--- src/rtl/lcd_pkg.sv ---
// Shared types, init ROM and command helpers for the HD44780 write controller.
package lcd_pkg;

   typedef enum logic [2:0] {
      ST_PWR_WAIT,
      ST_SETUP,
      ST_PULSE,
      ST_HOLD,
      ST_EXEC_WAIT,
      ST_IDLE
   } lcd_state_e;

   // One byte as it appears on the LCD bus: register select plus data.
   typedef struct packed {
      logic       rs;
      logic [7:0] data;
   } lcd_byte_t;

   localparam logic [7:0] CMD_CLEAR  = 8'h01;
   localparam logic [7:0] CMD_HOME   = 8'h02;
   localparam logic [7:0] FUNC_SET   = 8'h38;
   localparam logic [7:0] DISP_ON    = 8'h0C;
   localparam logic [7:0] ENTRY_MODE = 8'h06;

   localparam int INIT_LEN = 6;

   // Power-on sequence: 8-bit bus, 2 lines, display on, clear, increment.
   localparam logic [7:0] INIT_ROM [INIT_LEN] = '{
      FUNC_SET, FUNC_SET, FUNC_SET, DISP_ON, CMD_CLEAR, ENTRY_MODE
   };

   // Clear and Home (0x02 and its don't-care twin 0x03) need the long wait.
   function automatic logic is_long_cmd(input logic rs, input logic [7:0] data);
      return !rs && ((data == CMD_CLEAR) || (data == CMD_HOME) || (data == 8'h03));
   endfunction

   function automatic int unsigned max2(input int unsigned a, input int unsigned b);
      return (a > b) ? a : b;
   endfunction

endpackage

--- src/rtl/lcd_timer.sv ---
// Loadable down-counter that saturates at zero; one instance times every state.
module lcd_timer #(
   parameter int unsigned    W       = 8,
   parameter logic [W-1:0]   RST_VAL = '0
) (
   input  logic         clk_i,
   input  logic         rst_ni,
   input  logic         load_i,
   input  logic [W-1:0] value_i,
   output logic         zero_o
);

   logic [W-1:0] cnt_q, cnt_d;

   // Load wins over counting; parked at zero once expired.
   always_comb begin
      cnt_d = cnt_q;
      if (load_i) begin
         cnt_d = value_i;
      end else if (cnt_q != '0) begin
         cnt_d = cnt_q - 1'b1;
      end
   end

   // Counter register; reset value primes the power-on wait.
   always_ff @(posedge clk_i) begin
      if (!rst_ni) cnt_q <= RST_VAL;
      else         cnt_q <= cnt_d;
   end

   assign zero_o = (cnt_q == '0);

endmodule

--- src/rtl/lcd_ctrl.sv ---
// HD44780 write controller: power-on init sequence, then one byte per handshake
// with setup / enable / hold / execution-wait timing on the LCD pins.
module lcd_ctrl
   import lcd_pkg::*;
#(
   parameter int unsigned SETUP_CYC = 2,
   parameter int unsigned EN_CYC    = 12,
   parameter int unsigned HOLD_CYC  = 2,
   parameter int unsigned EXEC_CYC  = 2000,
   parameter int unsigned CLR_CYC   = 82000,
   parameter int unsigned PWR_CYC   = 750000
) (
   input  logic       clk_i,
   input  logic       rst_ni,
   input  logic       req_valid_i,
   input  logic       req_rs_i,
   input  logic [7:0] req_data_i,
   output logic       req_ready_o,
   output logic       init_done_o,
   output logic       lcd_on_o,
   output logic       lcd_en_o,
   output logic       lcd_rs_o,
   output logic       lcd_rw_o,
   output logic [7:0] lcd_data_o
);

   localparam int unsigned MAX_CYC = max2(max2(max2(SETUP_CYC, EN_CYC), max2(HOLD_CYC, EXEC_CYC)),
                                          max2(CLR_CYC, PWR_CYC));
   localparam int unsigned CW = $clog2(MAX_CYC) + 1;

   // Each state lasts N cycles: the counter is loaded with N-1 on entry.
   localparam logic [CW-1:0] SETUP_LD = CW'(SETUP_CYC - 1);
   localparam logic [CW-1:0] EN_LD    = CW'(EN_CYC - 1);
   localparam logic [CW-1:0] HOLD_LD  = CW'(HOLD_CYC - 1);
   localparam logic [CW-1:0] EXEC_LD  = CW'(EXEC_CYC - 1);
   localparam logic [CW-1:0] CLR_LD   = CW'(CLR_CYC - 1);
   localparam logic [CW-1:0] PWR_LD   = CW'(PWR_CYC - 1);

   localparam logic [2:0] IDX_LAST = 3'(INIT_LEN - 1);

   lcd_state_e    state_q, state_d;
   lcd_byte_t     byte_q, byte_d;
   logic [2:0]    idx_q, idx_d;
   logic          done_q, done_d;
   logic          en_q, ready_q, on_q;

   logic          tmr_load;
   logic [CW-1:0] tmr_value;
   logic          tmr_zero;

   lcd_timer #(
      .W       (CW),
      .RST_VAL (PWR_LD)
   ) u_timer (
      .clk_i   (clk_i),
      .rst_ni  (rst_ni),
      .load_i  (tmr_load),
      .value_i (tmr_value),
      .zero_o  (tmr_zero)
   );

   // Next-state logic: walk the per-byte sequence, feeding it from the ROM
   // until init is done and from the request port afterwards.
   always_comb begin
      state_d   = state_q;
      byte_d    = byte_q;
      idx_d     = idx_q;
      done_d    = done_q;
      tmr_load  = 1'b0;
      tmr_value = '0;
      unique case (state_q)
         ST_PWR_WAIT: begin
            if (tmr_zero) begin
               state_d   = ST_SETUP;
               byte_d    = '{rs: 1'b0, data: INIT_ROM[idx_q]};
               tmr_load  = 1'b1;
               tmr_value = SETUP_LD;
            end
         end
         ST_SETUP: begin
            if (tmr_zero) begin
               state_d   = ST_PULSE;
               tmr_load  = 1'b1;
               tmr_value = EN_LD;
            end
         end
         ST_PULSE: begin
            if (tmr_zero) begin
               state_d   = ST_HOLD;
               tmr_load  = 1'b1;
               tmr_value = HOLD_LD;
            end
         end
         ST_HOLD: begin
            if (tmr_zero) begin
               state_d   = ST_EXEC_WAIT;
               tmr_load  = 1'b1;
               tmr_value = is_long_cmd(byte_q.rs, byte_q.data) ? CLR_LD : EXEC_LD;
            end
         end
         ST_EXEC_WAIT: begin
            if (tmr_zero) begin
               if (done_q) begin
                  state_d = ST_IDLE;
               end else if (idx_q == IDX_LAST) begin
                  idx_d   = idx_q + 3'd1;
                  done_d  = 1'b1;
                  state_d = ST_IDLE;
               end else begin
                  idx_d     = idx_q + 3'd1;
                  byte_d    = '{rs: 1'b0, data: INIT_ROM[idx_q + 3'd1]};
                  state_d   = ST_SETUP;
                  tmr_load  = 1'b1;
                  tmr_value = SETUP_LD;
               end
            end
         end
         ST_IDLE: begin
            if (req_valid_i && ready_q) begin
               byte_d    = '{rs: req_rs_i, data: req_data_i};
               state_d   = ST_SETUP;
               tmr_load  = 1'b1;
               tmr_value = SETUP_LD;
            end
         end
         default: begin
            state_d = ST_PWR_WAIT;
         end
      endcase
   end

   // State and pin registers; pin levels are derived from the next state so
   // they change on the same edge as the state they belong to.
   always_ff @(posedge clk_i) begin
      if (!rst_ni) begin
         state_q <= ST_PWR_WAIT;
         byte_q  <= '0;
         idx_q   <= '0;
         done_q  <= 1'b0;
         en_q    <= 1'b0;
         ready_q <= 1'b0;
         on_q    <= 1'b0;
      end else begin
         state_q <= state_d;
         byte_q  <= byte_d;
         idx_q   <= idx_d;
         done_q  <= done_d;
         en_q    <= (state_d == ST_PULSE);
         ready_q <= (state_d == ST_IDLE) && done_d;
         on_q    <= 1'b1;
      end
   end

   assign req_ready_o = ready_q;
   assign init_done_o = done_q;
   assign lcd_on_o    = on_q;
   assign lcd_en_o    = en_q;
   assign lcd_rs_o    = byte_q.rs;
   assign lcd_rw_o    = 1'b0;
   assign lcd_data_o  = byte_q.data;

endmodule

--- config.mk ---
export PLATFORM = sky130hd
export DESIGN_NAME = lcd_ctrl
export DESIGN_NICKNAME = d
export VERILOG_FILES = /design/src/rtl/lcd_pkg.sv /design/src/rtl/lcd_timer.sv /design/src/rtl/lcd_ctrl.sv
export SDC_FILE = /design/constraint.sdc
export NUM_CORES = 1
export LEC_CHECK = 0
export CAP_MARGIN = 25
export CORE_MARGIN = 10
export CORE_UTILIZATION = 50
export DETAILED_ROUTE_END_ITERATION = 8
export PLACE_DENSITY = 0.75
export RECOVER_POWER = 50
export SLEW_MARGIN = 10
export SYNTH_ARGS = -nofsm -noshare
export SYNTH_HDL_FRONTEND = slang
export SYNTH_SLANG_ARGS = --single-unit
export TNS_END_PERCENT = 30
--- constraint.sdc ---
create_clock -name clk_i -period 2 [get_ports clk_i]
set_input_delay 0.2 -clock clk_i [delete_from_list [all_inputs] [get_ports clk_i]]
set_output_delay 0.2 -clock clk_i [all_outputs]
set_load 0.05 [all_outputs]
==> impl_results.md <==
* Outcome: finished, final reports clean
* FILL cells at 349
* Setup CP Type: flop to flop
* Worst min path class: input port to flop
* CTS root buf: clkbuf_8
* Final instance area at 2830 µm²
* Total iterations of the first detailed-routing run at 4
* Die Span Y at 86.5 µm
* Worst path bufs/invs at 1
* Synthesized area at 2210 µm²
* Placement Cell Area at 2680 µm²
* Clock power frac at 39.0%
* DR vias at 2016
* Int Power at 1.15 mW
* Syn_nets at 262
* Power per cell area at 515 nW/µm²
* Total of max-cap violations at 0
* Reg2reg path depth at 5
* Final HPWL DP at 4290 µm
* Top delay family on crit path: simple AND/OR/NAND/NOR gates
* Total Power at 1.46 mW
* CTS tree: done
* Initial Utilization at 51.2%
* Mapped Avg Cell Area at 9.03 µm²
* Data required time at the worst endpoint at 2.18 ns
* Clk sinks at 40
* Die area at 7480 µm²
* Overall Global Routing Usage at 15.2%
* Worst path max stage delay at 0.58 ns
* Global-route wire length before repair at 9320 µm
* Yosys reg bits at 40
* Total gr overflow at 0
* Final Hold Vio Count at 0
* Switch share at 21.2%
* Post-Route Skew at 0.00444 ns
* Count of cell types in the netlist at 59
* Commonest non-fill, non-tap cells in the layout: dfxtp_1 (38), buf_4 (29), nor2_1 (22)
* CP arrival at 2.14 ns
* Max Clk Rate at 510 MHz
* CP endpoint kind: flop
* Slowest CP cell: or4_1
* Final setup viols at 0
* Synthesis-to-layout area growth at 28.1%
* Setup TNS at 0 ns
* NumNets Final at 310
* Slew Limit Fails at 0
* Mapped Cells at 245
* Reg-to-Reg End: u_timer.cnt_q[7]$_SDFFE_PN1P_
* Worst hold start: req_rs_i
* Vias/cell at 5.84
* TritonCTS Buffers at 5
* Worst hold stages at 3
* Worst r2r src: u_timer.cnt_q[12]$_SDFFE_PN1P_
* Layout cells sized above 1 at 20.8%
* Port bufs at 24
* Final worst path period need at 1.96 ns
* WL/cell at 16.7 µm
* Final Core Density at 65.5%
* GPL Wtd Cong at 0.910
* Largest net degree at the start of global routing at 18
* Hold endpoint: lcd_rs_o$_SDFFE_PN0P_
* Clock-pin transition on the worst setup and hold timing paths at 0.07 ns
* Slew margin rel. at 64.5%
* Flop pwr share at 55.5%
* DRT antenna net count at 0
* Reg area at 803 µm²
* Leakage dissipation at 1.04 nW
* NetSw at 0.310 mW
* Flop2flop setup slack at 0.04 ns
* Antenna diode count at 0
* Period utilization at 98.1%
* Maximum vdd drop at 0.000352 V
* Row count at 24
* H-tree levels at 2
* Startpoint types: flop
* Post-Route WL at 5780 µm
* Post-synthesis sequential area ratio at 36.2%
* Commonest non-fill, non-tap cell in the layout: dfxtp_1
* CP Cell Sequence: or4_1 -> nor2_1 -> a311oi_2 -> buf_4 -> o311ai_1
* Die X at 86.5 µm
* Comb pwr share at 5.5%
* Initial antenna violation count at 0
* Multi-input logic area at 1370 µm²
* Residual DRC count at 0
* I/O pins at 26
* Worst slew pin tran at 0.530 ns
* Number of synthesis warnings at 0
* Initial DRC count at 166
* Worst-path fanout max at 6
* CTS Buffer Depth at 2
* Core area at 4320 µm²
* Clock latency on the worst-skew pair at 0.29 ns
* Via count of the first global-routing pass at 1989
==> power by group through the flow <==
stage	Combinational [mW]	Sequential, mW	Clock [mW]
after floorplan	0.0345	0.830	0
after global placement	0.0745	0.826	0
after detailed placement	0.0743	0.827	0
after CTS	0.0752	0.808	0.589
after global routing	0.0870	0.810	0.622
final	0.0798	0.810	0.570
==> per-stage QoR <==
step	hold WS, ns	cells	worst slack [ns]
2_1_floorplan	0.228	245	0.0121
3_3_place_gp	0.456	337	0.0264
3_5_place_dp	0.464	337	0.0277
4_1_cts	0.463	344	0.00539
5_1_grt	0.495	345	-0.00400
6_report	0.465	345	0.0389
==> final cells by class <==
class,count,share of cell area (%)
Multi-Input combinational cell,185,48.2
Sequential cell,40,28.3
Timing Repair Buffer,54,16.9
Clock buffer,7,3.40
Tap cell,52,2.30
Inverter,7,0.927
==> layer usage <==
metal	GRT usage [%]	part of all wire, %	routed length, µm	vias to the layer above
li1	-	-	-	1005
met1	17.6	42	2440	940
met2	25.0	50	2890	57
met3	4.13	5.4	310	14
met4	7.81	2.3	135	0
met5	0	0	0	-
==> state kept, by name, indices dropped and copies added, names as in the netlist <==
register       cells
u_timer.cnt_q     21
lcd_data_o         8
idx_q              3
state_q            3
init_done_o        1
lcd_en_o           1
lcd_on_o           1
lcd_rs_o           1
req_ready_o        1
==> Yosys cell counts, drive strengths merged <==
| library cell | number | area, µm² |
|---|---|---|
| o21a | 2 | 15.0 |
| o41ai | 1 | 8.76 |
| nand4b | 1 | 23.8 |
| a22oi | 2 | 15.0 |
| nand2b | 5 | 31.3 |
| inv | 7 | 26.3 |
| o22ai | 1 | 6.26 |
| clkbuf | 8 | 30.0 |
| nor4 | 9 | 123 |
| conb | 1 | 3.75 |
| and3 | 2 | 12.5 |
| nand2 | 15 | 63.8 |
| o21ai | 12 | 60.1 |
| nor2b | 2 | 12.5 |
| a31oi | 2 | 12.5 |
| o2111ai | 2 | 17.5 |
| a21o | 1 | 8.76 |
| a31o | 1 | 8.76 |
| nor2 | 23 | 93.8 |
| and4b | 2 | 20.0 |
| xor2 | 7 | 61.3 |
| or3b | 1 | 8.76 |
| a311oi | 2 | 23.8 |
| a211oi | 9 | 67.6 |
| o211ai | 3 | 27.5 |
| nor3 | 11 | 60.1 |
| nand4 | 6 | 37.5 |
| nor4b | 2 | 17.5 |
| nand3b | 1 | 7.51 |
| xnor2 | 11 | 96.3 |
| a21oi | 7 | 38.8 |
| nand3 | 11 | 60.1 |
| o311ai | 5 | 43.8 |
| o31ai | 2 | 15.0 |
| or4 | 5 | 45.0 |
| o211a | 1 | 10.0 |
| buf | 5 | 42.5 |
| mux2i | 3 | 30.0 |
| nor3b | 3 | 22.5 |
| and2 | 4 | 25.0 |
| ha | 5 | 62.6 |
| dfxtp | 40 | 801 |
| o31a | 1 | 8.76 |
| or3 | 1 | 6.26 |
==> cell families after synthesis <==
| group | Yosys count | share of synthesized area (%) |
|---|---|---|
| mux | 3 | 1.36 |
| fa+ha+maj | 5 | 2.83 |
| xor+xnor | 18 | 7.13 |
| compound gates | 54 | 17.5 |
| buf+inv | 20 | 4.47 |
| simple gates | 104 | 30.3 |
| flops | 40 | 36.2 |
| other cells | 1 | 0.170 |
==> worst max path at each step <==
stage | from | end | slack [ns] | cells past startpoint
3_3_place_gp | u_timer.cnt_q[12]$_SDFFE_PN1P_ | u_timer.cnt_q[3]$_SDFFE_PN1P_ | 0.03 | 5
2_1_floorplan | u_timer.cnt_q[0]$_SDFFE_PN1P_ | lcd_data_o[6]$_SDFFE_PN0P_ | 0.01 | 10
6_report | u_timer.cnt_q[12]$_SDFFE_PN1P_ | u_timer.cnt_q[7]$_SDFFE_PN1P_ | 0.04 | 5
5_1_grt | u_timer.cnt_q[12]$_SDFFE_PN1P_ | u_timer.cnt_q[2]$_SDFFE_PN1P_ | -0.004 | 5
4_1_cts | u_timer.cnt_q[0]$_SDFFE_PN1P_ | u_timer.cnt_q[7]$_SDFFE_PN1P_ | 0.005 | 7
3_5_place_dp | u_timer.cnt_q[0]$_SDFFE_PN1P_ | u_timer.cnt_q[3]$_SDFFE_PN1P_ | 0.03 | 7
==> tightest hold or removal path, stage by stage <==
cell and delay [ns]:
clkdlybuf4s50_1 0.40, nand4_1 0.06, o21ai_1 0.05
==> timing repair <==
action / in CTS / in global routing
pin swaps: 0 / 8
gates resized for setup: 1 / 10
buffers inserted: 0 / 1
hold buffers: 0 / 0
setup endpoints to repair: 1 / 31
(Power assumes the default switching activity.)
